`src/rtl/cpu_ctrl_fsm_p.sv`:
```
// Multi-cycle CPU control FSM: fetch/decode/execute/writeback sequencing with
// ALU timeout trap, sticky halt/trap and a retired-instruction counter.
module cpu_ctrl_fsm_p #(
   parameter int NREG    = 4,
   parameter int ALU_TMO = 15,
   parameter int CNT_W   = 16,
   localparam int RW     = (NREG > 1) ? $clog2(NREG) : 1
) (
   input  logic             clk,
   input  logic             rst,
   input  logic             instr_valid,
   input  logic [3:0]       opcode,
   input  logic [RW-1:0]    rd,
   input  logic             alu_end,
   input  logic             zero_flag,
   output logic             en_fetch,
   output logic             en_pc,
   output logic [1:0]       pc_ctrl,
   output logic             en_group,
   output logic             alu_in_sel,
   output logic [2:0]       alu_func,
   output logic [NREG-1:0]  reg_en,
   output logic [3:0]       state,
   output logic             halted,
   output logic             trap,
   output logic [CNT_W-1:0] retired
);

   localparam logic [3:0] S_IDLE   = 4'd0;
   localparam logic [3:0] S_FETCH  = 4'd1;
   localparam logic [3:0] S_DECODE = 4'd2;
   localparam logic [3:0] S_EXEC   = 4'd3;
   localparam logic [3:0] S_JUMP   = 4'd4;
   localparam logic [3:0] S_JZ     = 4'd5;
   localparam logic [3:0] S_WB     = 4'd6;
   localparam logic [3:0] S_HALT   = 4'd7;
   localparam logic [3:0] S_TRAP   = 4'd8;

   localparam logic [3:0] OP_MOVEB = 4'b0000;
   localparam logic [3:0] OP_ADD   = 4'b0010;
   localparam logic [3:0] OP_SUB   = 4'b0101;
   localparam logic [3:0] OP_AND   = 4'b0111;
   localparam logic [3:0] OP_OR    = 4'b1001;
   localparam logic [3:0] OP_JMP   = 4'b1010;
   localparam logic [3:0] OP_JZ    = 4'b1011;
   localparam logic [3:0] OP_HALT  = 4'b1111;

   localparam logic [7:0] TMO_LAST = 8'(ALU_TMO - 1);

   logic [3:0]       r_state;
   logic [3:0]       w_next;
   logic [3:0]       r_op;
   logic [RW-1:0]    r_rd;
   logic [7:0]       r_cnt;
   logic [CNT_W-1:0] r_retired;
   logic             w_rd_bad;

   // only reachable when NREG is not a power of two
   assign w_rd_bad = (int'(rd) >= NREG);

   always_ff @(posedge clk or posedge rst) begin
      if (rst) r_state <= S_IDLE;
      else     r_state <= w_next;
   end

   always_comb begin
      w_next = r_state;
      case (r_state)
         S_IDLE:   w_next = S_FETCH;
         S_FETCH:  if (instr_valid) w_next = S_DECODE;
         S_DECODE: begin
            case (opcode)
               OP_MOVEB, OP_ADD, OP_SUB, OP_AND, OP_OR:
                          w_next = w_rd_bad ? S_TRAP : S_EXEC;
               OP_JMP:    w_next = S_JUMP;
               OP_JZ:     w_next = S_JZ;
               OP_HALT:   w_next = S_HALT;
               default:   w_next = S_TRAP;
            endcase
         end
         S_EXEC: begin
            if (alu_end)                w_next = S_WB;
            else if (r_cnt == TMO_LAST) w_next = S_TRAP;
         end
         S_JUMP, S_JZ, S_WB: w_next = S_FETCH;
         S_HALT:   w_next = S_HALT;
         default:  w_next = S_TRAP;
      endcase
   end

   always_comb begin
      en_fetch   = 1'b0;
      en_pc      = 1'b0;
      pc_ctrl    = 2'b00;
      en_group   = 1'b0;
      alu_in_sel = 1'b0;
      alu_func   = 3'b000;
      reg_en     = '0;
      halted     = 1'b0;
      trap       = 1'b0;
      case (r_state)
         S_FETCH: begin
            en_fetch = 1'b1;
            if (instr_valid) begin
               en_pc   = 1'b1;
               pc_ctrl = 2'b01;
            end
         end
         S_EXEC: begin
            en_group = 1'b1;
            case (r_op)
               OP_ADD:  alu_func = 3'b001;
               OP_SUB:  begin alu_func = 3'b010; alu_in_sel = 1'b1; end
               OP_AND:  begin alu_func = 3'b011; alu_in_sel = 1'b1; end
               OP_OR:   begin alu_func = 3'b100; alu_in_sel = 1'b1; end
               default: alu_func = 3'b000;
            endcase
         end
         S_JUMP: begin
            en_pc   = 1'b1;
            pc_ctrl = 2'b10;
         end
         S_JZ: begin
            if (zero_flag) begin
               en_pc   = 1'b1;
               pc_ctrl = 2'b10;
            end
         end
         S_WB:    reg_en = NREG'(1) << r_rd;
         S_HALT:  halted = 1'b1;
         S_TRAP:  trap   = 1'b1;
         default: ;
      endcase
   end

   // operand latches and ALU watchdog; counter is held while alu_end is high
   always_ff @(posedge clk or posedge rst) begin
      if (rst) begin
         r_op  <= '0;
         r_rd  <= '0;
         r_cnt <= '0;
      end else begin
         if (r_state == S_DECODE) begin
            r_op <= opcode;
            r_rd <= rd;
         end
         if (r_state != S_EXEC && w_next == S_EXEC) r_cnt <= '0;
         else if (r_state == S_EXEC && !alu_end)    r_cnt <= r_cnt + 8'd1;
      end
   end

   always_ff @(posedge clk or posedge rst) begin
      if (rst)
         r_retired <= '0;
      else if (r_state == S_WB || r_state == S_JUMP || r_state == S_JZ)
         r_retired <= r_retired + CNT_W'(1);
   end

   assign state   = r_state;
   assign retired = r_retired;

endmodule

```
`config.mk`:
```
export PLATFORM = sky130hd
export DESIGN_NAME = cpu_ctrl_fsm_p
export DESIGN_NICKNAME = d
export VERILOG_FILES = /design/src/rtl/cpu_ctrl_fsm_p.sv
export SDC_FILE = /design/constraint.sdc
export NUM_CORES = 1
export LEC_CHECK = 0
export CAP_MARGIN = 20
export CORE_MARGIN = 1
export CORE_UTILIZATION = 44
export DETAILED_ROUTE_END_ITERATION = 8
export MAX_ROUTING_LAYER = met4
export PLACE_DENSITY = 0.76
export SLEW_MARGIN = 20
export SYNTH_ARGS = -nofsm -noshare
export SYNTH_HDL_FRONTEND = slang
export SYNTH_SLANG_ARGS = --single-unit
```
`constraint.sdc`:
```
create_clock -name clk -period 1.8 [get_ports clk]
set_input_delay 0.36 -clock clk [delete_from_list [all_inputs] [get_ports clk]]
set_output_delay 0.36 -clock clk [all_outputs]
set_load 0.02 [all_outputs]
```
# Yosys cells after proc, flatten, opt, wreduce, memory -nomap -nowiden
# Index checks and enable logic that the tools add are counted.
[op_classes] shift=1 n_mux=22 eq_ne=22 n_reduce_logical=11 addsub=2
[ops] operator="$eq 4x3->1 const B" count=8
[ops] operator="$eq 4x4->1 const B" count=6
[ops] operator="$eq 4x2->1 const B" count=5
[ops] operator="$pmux 4 s5" count=1
[ops] operator="$add 16x1->16 const B" count=1
[ops] operator="$mux 4" count=4
[ops] operator="$mux 8" count=2
[ops] operator="$pmux 4 s4" count=1
[ops] operator="$pmux 3 s4" count=1
[ops] operator="$mux 1" count=9
[ops] operator="$add 8x1->8 const B" count=1
[ops] operator="$eq 8x4->1 const B" count=1
[ops] operator="$logic_not 4->1" count=2
[ops] operator="$pmux 2 s3" count=1
[ops] operator="$reduce_or 5->1" count=1
[ops] operator="$eq 4x1->1 const B" count=1
[ops] operator="$ne 4x2->1 const B" count=1
[ops] operator="$reduce_or 4->1" count=1
[ops] operator="$shl 1x2->4 const A" count=1
[ops] operator="$mux 3" count=1
[ops] operator="$pmux 1 s3" count=1
[ops] operator="$reduce_or 3->1" count=1
[ops] operator="$logic_and 1x1->1" count=2
[ops] operator="$logic_or 1x1->1" count=2
[ops] operator="3 further kinds" count=3
[word_totals] word_cells=63 ff_bits=34 in_bits=11

# Longest topological paths before layout
# Gate-level depths: netlist of the first run.
[depth] word_depth=7 ltp_mapped=9

# Worst setup path before layout of the first run
# OpenSTA, ideal clock, no wires.
[synth_timing] path_kind="register -> output" start="register r_state[0], in the netlist state[0]" end="output port alu_in_sel" t_arrival_ns=2.705 n_path_buf=1 slack_ns=-1.265 path_stages_with_launch=7 path_cell_list="dfrtp_1 -> buf_2 -> nand2_1 -> nor3_1 -> nand2_1 -> nor4b_1 -> or2_2"
[synth_between] elab_chain_cells=2
[synth_rtl] item="start, declared" line_no="50" rtl="logic [3:0] r_state;"
[synth_rtl] item="start signal, assigned" line_no="63" rtl="else r_state <= w_next;"
[synth_rtl] item="$eq 4x2->1" line_no="101" rtl="case (r_state)"
[synth_rtl] item="$mux 1" line_no="101"
[synth_rtl] item="end, declared" line_no="20" rtl="output logic alu_in_sel,"
# Every way passes these cells.

# Final worst setup path of the first run
[layout_timing] start="register r_state[1], in the netlist state[1]" end="register r_cnt[0]"
[layout_between] elab_chain_cells=6 word_cells_on_any_way=19 cone_classes="eq/ne (9); mux (5); reduce/logical (5)"
[layout_rtl] item="$eq 4x3->1 or $logic_not 4->1 (tied branches)" line_no="68" rtl="case (r_state)"
[layout_rtl] item="$reduce_or 4->1 (no source line)"
[layout_rtl] item="$pmux 4 s5 *" line_no="68"
[layout_rtl] item="via w_next[0]" line_no="51" rtl="logic [3:0] w_next;"
[layout_rtl] item="$eq 4x2->1 *" line_no="147" rtl="if (r_state != S_EXEC && w_next == S_EXEC) r_cnt <= '0;"
[layout_rtl] item="$logic_and 1x1->1 *" line_no="147"
[layout_rtl] item="$mux 8 or $reduce_bool 2->1 (tied branches)"
[layout_rtl] item="end signal, assigned" line_no="148" rtl="else if (r_state == S_EXEC && !alu_end) r_cnt <= r_cnt + 8'd1;"
[layout_rtl] item="end, declared" line_no="54" rtl="logic [7:0] r_cnt;"
# Mark *: on every way through the listed nets, which the timed path passes. The rest lies on a longest branch.
# A chain may end at the register's enable or synchronous reset.

==> run summary, run 1 <==
Outcome - finished with violations
Failing checks - setup timing
Post-detail-place hpwl - 3340 um
Clk_skew - 0.0102 ns
ANT nets after route - 0
Tmin final - 1.98 ns
Final-report hold violation count - 0
Via density - 5.40
Mapped Cells - 175
Clock transition at path regs - 0.08 ns
Cell Chain, Critical Path - buf_4, buf_6, nand2b_4, buf_4, nor3_4, o211ai_1, a31oi_1, and4_4, o21ai_1
Register bit count reported by yosys - 34
WHS - 0.458 ns
Critical Path RT - 1.98 ns
First-pass DRT Iterations - 4
Routed WL - 5070 um
Fraction of layout instances using a drive strength above 1 - 44.7%
Vias - 1697
Startpoint types - register
Core area - 3800 um^2
Crit path max-delay family - simple AND/OR/NAND/NOR gates
Inserted Diodes - 0
Lkg Pwr - 1.33 nW
Layout filler cell count - 244
Post-layout util - 76.9%
Starting DRC count in detailed routing - 108
Cell area after synthesis - 1810 um^2
Crit path DAT - 2.16 ns
Compound-Gate Fraction of Synth Area - 7.69%
IO Port Bufs - 45
Placed Cells incl. Taps - 301
CP endpoint kind - register
Root Driver - clkbuf_8
Largest family of logic cells by synthesized area - simple AND/OR/NAND/NOR gates
Final nets - 279
Drt wl/cell - 16.1 um
Top post-synthesis cells by area - dfrtp_1 (47%), xnor2_1 (6.3%), xor2_1 (4.4%)
Max-cap violation count - 0
CTS buffer count - 5
Initial antenna violation count - 0
Worst path max stage delay - 0.40 ns
Peak Freq - 505 MHz
First-pass GRT wire length - 7790 um
Vias in the first global route - 1710
Final period util - 110%
Horiz. Die Dim - 66.1 um
Max-slew headroom at the worst pin - 72.2%
CP Class - reg2reg
Placer Congestion - 0.843
All-Layer GR Usage - 25.0%
RSZ-0062 raised after global routing - yes
Post-synth top area cell - dfrtp_1
Number of library cell types mapped by synthesis - 45
Crit-path slowest cell - dfrtp_2
Avg Cell Area, Syn - 10.3 um^2
Clock Latency Late Sink - 0.30 ns
Largest net degree at the start of global routing - 35
Die ar. - 4360 um^2
Slew at the pin with the worst max-slew slack - 0.417 ns
Pwr dens - 1020 nW/um^2
Sequential cell area fraction in the yosys report - 47.1%
Worst vdd ir - 0.000534 V
Final non-filler cell total - 314
Critical path buffers and inverters - 3
Max-slew violation count - 0
Post-Synth Adder-Cell Area - 2.08%
Max FO, Critical Path - 8
Hold-fix buffer count after cts - 0
Post-synthesis simple-gate area fraction - 24.6%
Min-delay worst type - in2async
# IOs - 46
Yosys warning count - 0
H-Tree Level Count - 2
DR DRC count - 0
Total power - 2.99 mW
Die H - 66.1 um
Overflow after GRT - 0
Synth-to-layout area growth - 61.9%
Clk buf depth - 2
Setup WS post-layout - -0.181 ns
Final setup vio count - 18
XOR/XNOR share of the synthesized area - 10.7%
Synthesized Nets - 189
Row cnt - 22
Mux share of post-synthesis cell area - 3.74%
Most frequent CP cell - buf_4
Initial Util - 47.5%
Yosys top cell area share - 47.1%
TritonCTS Sinks - 34
Clock tree from TritonCTS - yes
-- sequential cells by signal, summed over array words and instances, names as in the netlist --
register	cells
retired	16
r_rd	2
r_op	4
state	4
r_cnt	8
-- metrics by stage --
step / worst slack, ns / instance area, um^2 / TNS, ns
floorplan: -0.344 / 1920 / -1.43
global placement: -0.349 / 2660 / -5.46
detailed placement: -0.400 / 2660 / -6.24
CTS: -0.181 / 2840 / -1.65
global route: -0.260 / 2920 / -3.11
finish: -0.181 / 2920 / -1.71
-- layout by cell type, fill, tap and decap left out, types with 6 or more instances in the layout --
master	synthesis	layout
clkdlybuf4s50_1	0	26
nor2_2	0	6
buf_6	1	9
buf_4	1	49
nand3_1	9	9
nand2_1	13	11
inv_1	7	6
xor2_1	9	9
xnor2_1	13	13
o21ai_0	7	7
mux2_2	6	6
dfrtp_1	34	30
clkbuf_8	0	6
-- per-layer routing --
| layer | up-vias | track usage, % | routed length (um) |
|---|---|---|---|
| met3 | 11 | 6.03 | 344 |
| met5 | - | - | 0 |
| met4 | 0 | 8.24 | 97 |
| met1 | 818 | 28.0 | 1930 |
| met2 | 70 | 43.6 | 2690 |
| li1 | 798 | - | - |
-- report_power, final --
part	internal [mW]	switching, mW
Clock	0.307	0.294
Combinational	0.678	0.615
Sequential	0.909	0.190
-- worst paths after layout --
| check | from | end | slack (ns) | depth (start not counted) |
|---|---|---|---|---|
| max | state[1] | r_cnt[0] | -0.18 | 9 |
| max reg2reg | state[1] | r_cnt[0] | -0.18 | 9 |
| min | rst | retired[10] | 0.46 | 3 |
| min reg2reg | retired[15] | retired[15] | 0.47 | 1 |
| max in group asynchronous | rst | state[2] | 1.01 | 3 |
| min in group clk | retired[15] | retired[15] | 0.47 | 1 |
-- cell families (layout without fill, tap and decap cells) --
| logic type | Yosys count | after routing |
|---|---|---|
| and+or+nand+nor | 74 | 74 |
| buffers and inverters | 15 | 106 |
| AOI/OAI and AO/OA | 21 | 21 |
| adders and majority gates | 3 | 3 |
| DFF | 34 | 34 |
| muxes | 6 | 6 |
| xor gates and xnor gates | 22 | 22 |
-- Yosys cell counts, drive strengths merged --
cell type   n
a31oi       1
nand2      13
nor2       10
and4b       1
a32oi       1
nor4        6
and2b       1
ha          3
a221o       1
nand4       4
and3        6
buf         8
nor3b       2
mux2        6
a211oi      1
and4        3
or2         2
o2111ai     1
inv         7
and2        2
nor4b       2
nand3       9
or4         1
a211o       1
a22oi       1
nor2b       1
nand2b      4
o211ai      1
a21oi       4
nor3        5
nand4b      1
o21ai       9
or3         1
xnor2      13
xor2        9
dfrtp      34
-- tightest hold or removal path: cells and delay by family --
family,cells,cell delay [ns]
buffers and inverters,3,0.82
-- area by class of cell --
cell class / count / area, um^2 / share of cell area (%)
timing repair buffer: 91 / 783 / 26.8
clock inverter: 2 / 12.5 / 0.428
sequential: 34 / 856 / 29.3
inverter: 7 / 26.3 / 0.899
multi-input combinational: 126 / 1100 / 37.7
tap: 48 / 60.1 / 2.05
clock buffer: 6 / 82.6 / 2.83
-- what timing repair did --
action	CTS	global route
resized for setup	99	22
setup endpoints to repair	29	28
endpoints found under the hold margin	0	0
buffers inserted	4	3
pin swaps	11	12
Note: power is estimated with default switching activity, not from simulation.
==> inputs of run 2 (changes only) <==
CORE_UTILIZATION = 35   (was 44)
PLACE_DENSITY = default   (was 0.76)
SKIP_LAST_GASP = 1   (was default)
==> run summary, run 2 (same netlist as run 1, synthesis figures left out) <==
Layout filler cell count - 393
First-pass DRT Iterations - 4
Horiz. Die Dim - 73.8 um
Min-delay worst type - in2async
Critical path buffers and inverters - 1
Crit path DAT - 1.54 ns
Clk buf depth - 2
Max-slew violation count - 0
Post-detail-place hpwl - 3310 um
Clock transition at path regs - 0.06 ns
Slew at the pin with the worst max-slew slack - 0.436 ns
Startpoint types - register
ANT nets after route - 0
Row cnt - 25
Final period util - 105%
Peak Freq - 527 MHz
Overflow after GRT - 0
Largest net degree at the start of global routing - 35
Largest register FFs - 16
Initial antenna violation count - 0
Die ar. - 5450 um^2
Worst path max stage delay - 0.40 ns
Lkg Pwr - 1.41 nW
Synth-to-layout area growth - 70.4%
IO Port Bufs - 45
Setup crit end - alu_in_sel
# IOs - 46
Tmin final - 1.90 ns
Fraction of layout instances using a drive strength above 1 - 47.7%
Outcome - finished with violations
Commonest non-fill, non-tap cell in the layout - buf_4
CP startpoint - state[1]
Die H - 73.8 um
Multi-input gate area - 1130 um^2
CTS buffer count - 5
Root Driver - clkbuf_8
Most frequent cells in the layout - buf_4 (57), dfrtp_1 (30), clkdlybuf4s50_1 (25), xnor2_1 (13), buf_6 (10)
Critical R2R Capture - r_cnt[1]
Levels on crit path - 6
First-pass GRT wire length - 7580 um
Drt wl/cell - 14.1 um
Max-slew headroom at the worst pin - 70.9%
Final nets - 291
Placer Congestion - 0.854
FF+latch area - 856 um^2
Clock Latency Late Sink - 0.28 ns
Vias in the first global route - 1677
RSZ-0062 raised after global routing - yes
H-Tree Level Count - 2
Max FO, Critical Path - 3
Cell Chain, Critical Path - nand2_4, nor3_4, nand2_2, nor4b_4, or2_4, buf_6
Worst vdd ir - 0.000480 V
Clk_skew - 0.00327 ns
Placed Cells incl. Taps - 322
Via density - 4.99
Final-report hold violation count - 0
Failing checks - setup timing
CP Class - reg2out
Routed WL - 4850 um
Placed cell areas - 2700 um^2
TritonCTS Sinks - 34
Crit path max-delay family - simple AND/OR/NAND/NOR gates
Core area - 4850 um^2
Clock tree from TritonCTS - yes
Final non-filler cell total - 344
All-Layer GR Usage - 18.8%
DR DRC count - 0
CP endpoint kind - output port
Crit-path slowest cell - dfrtp_2
Setup WS post-layout - -0.0989 ns
Critical Path RT - 1.44 ns
Final setup vio count - 18
Flop-to-flop setup slack - -0.09 ns
Post-route cell area - 3080 um^2
Initial Util - 37.2%
Depth of the worst register-to-register path - 9
Vias - 1715
Max-cap violation count - 0
Inserted Diodes - 0
Worst R2R Start - state[1]
Pwr dens - 977 nW/um^2
Starting DRC count in detailed routing - 58
WHS - 0.464 ns
## run 2: changes by cell type in the layout (fill, tap and decap cells not counted), sizes merged
cell / before / now
buf: 60 / 72
clkdlybuf4s15: 0 / 1
clkdlybuf4s50: 26 / 25
clkinv: 1 / 0
clkinvlp: 1 / 0
dlymetal6s2s: 1 / 2
## run 2: layout make-up
cell class                      count  area share (%)
Sequential cell                    34            27.8
Timing Repair Buffer              103            29.2
Inverter                            7           0.854
Clock buffer                        7            2.81
Multi-Input combinational cell    126            36.6
Tap cell                           67            2.72
## run 2: worst min-delay path by stage
stage          slack (ns)     endpoint   startpoint  cells past startpoint
5_1_grt              0.50      r_op[1]    opcode[1]                      3
3_3_place_gp         0.47  retired[15]  retired[15]                      1
4_1_cts              0.48     r_cnt[0]          rst                      3
3_5_place_dp         0.47  retired[15]  retired[15]                      1
6_report             0.46  retired[11]          rst                      3
2_1_floorplan        0.48      r_rd[1]        rd[1]                      2
## run 2: worst register-to-register path: cells and delay by family, from the launching register on
family,cells,cell delay (ns)
buf+inv,3,0.44
flops,1,0.43
compound gates,5,0.74
simple gates,1,0.20
## run 2: stage by stage
stage / worst slack [ns] / power [mW] / setup TNS, ns / utilization, %
floorplan: -0.344 / 1.70 / -1.43 / -
global placement: -0.357 / 2.18 / -5.49 / 55.7
detailed placement: -0.368 / 2.20 / -6.44 / 55.7
CTS: -0.163 / 2.89 / -1.59 / 59.4
global route: -0.215 / 3.18 / -2.54 / 63.5
finish: -0.0989 / 3.01 / -0.788 / 63.5
## run 2: repair_timing
action / CTS / global route
endpoints found under the setup margin: 33 / 29
pin swaps: 18 / 15
hold buffers: 0 / 0
buffers inserted: 5 / 12
gates resized for setup: 101 / 27
gates cloned: 0 / 0
## run 2: metal layers
metal / up-vias / GRT usage [%] / part of all wire (%)
li1: 821 / - / -
met1: 841 / 23.1 / 43
met2: 45 / 31.3 / 51
met3: 8 / 3.43 / 4.5
met4: 0 / 5.77 / 1.5
met5: - / - / 0
## run 2: report_power, final
group | total [mW] | leakage [nW] | switching (mW) | internal (mW)
registers | 1.10 | 0.451 | 0.191 | 0.910
clock network | 0.558 | 0.0443 | 0.255 | 0.303
logic | 1.35 | 0.916 | 0.622 | 0.727
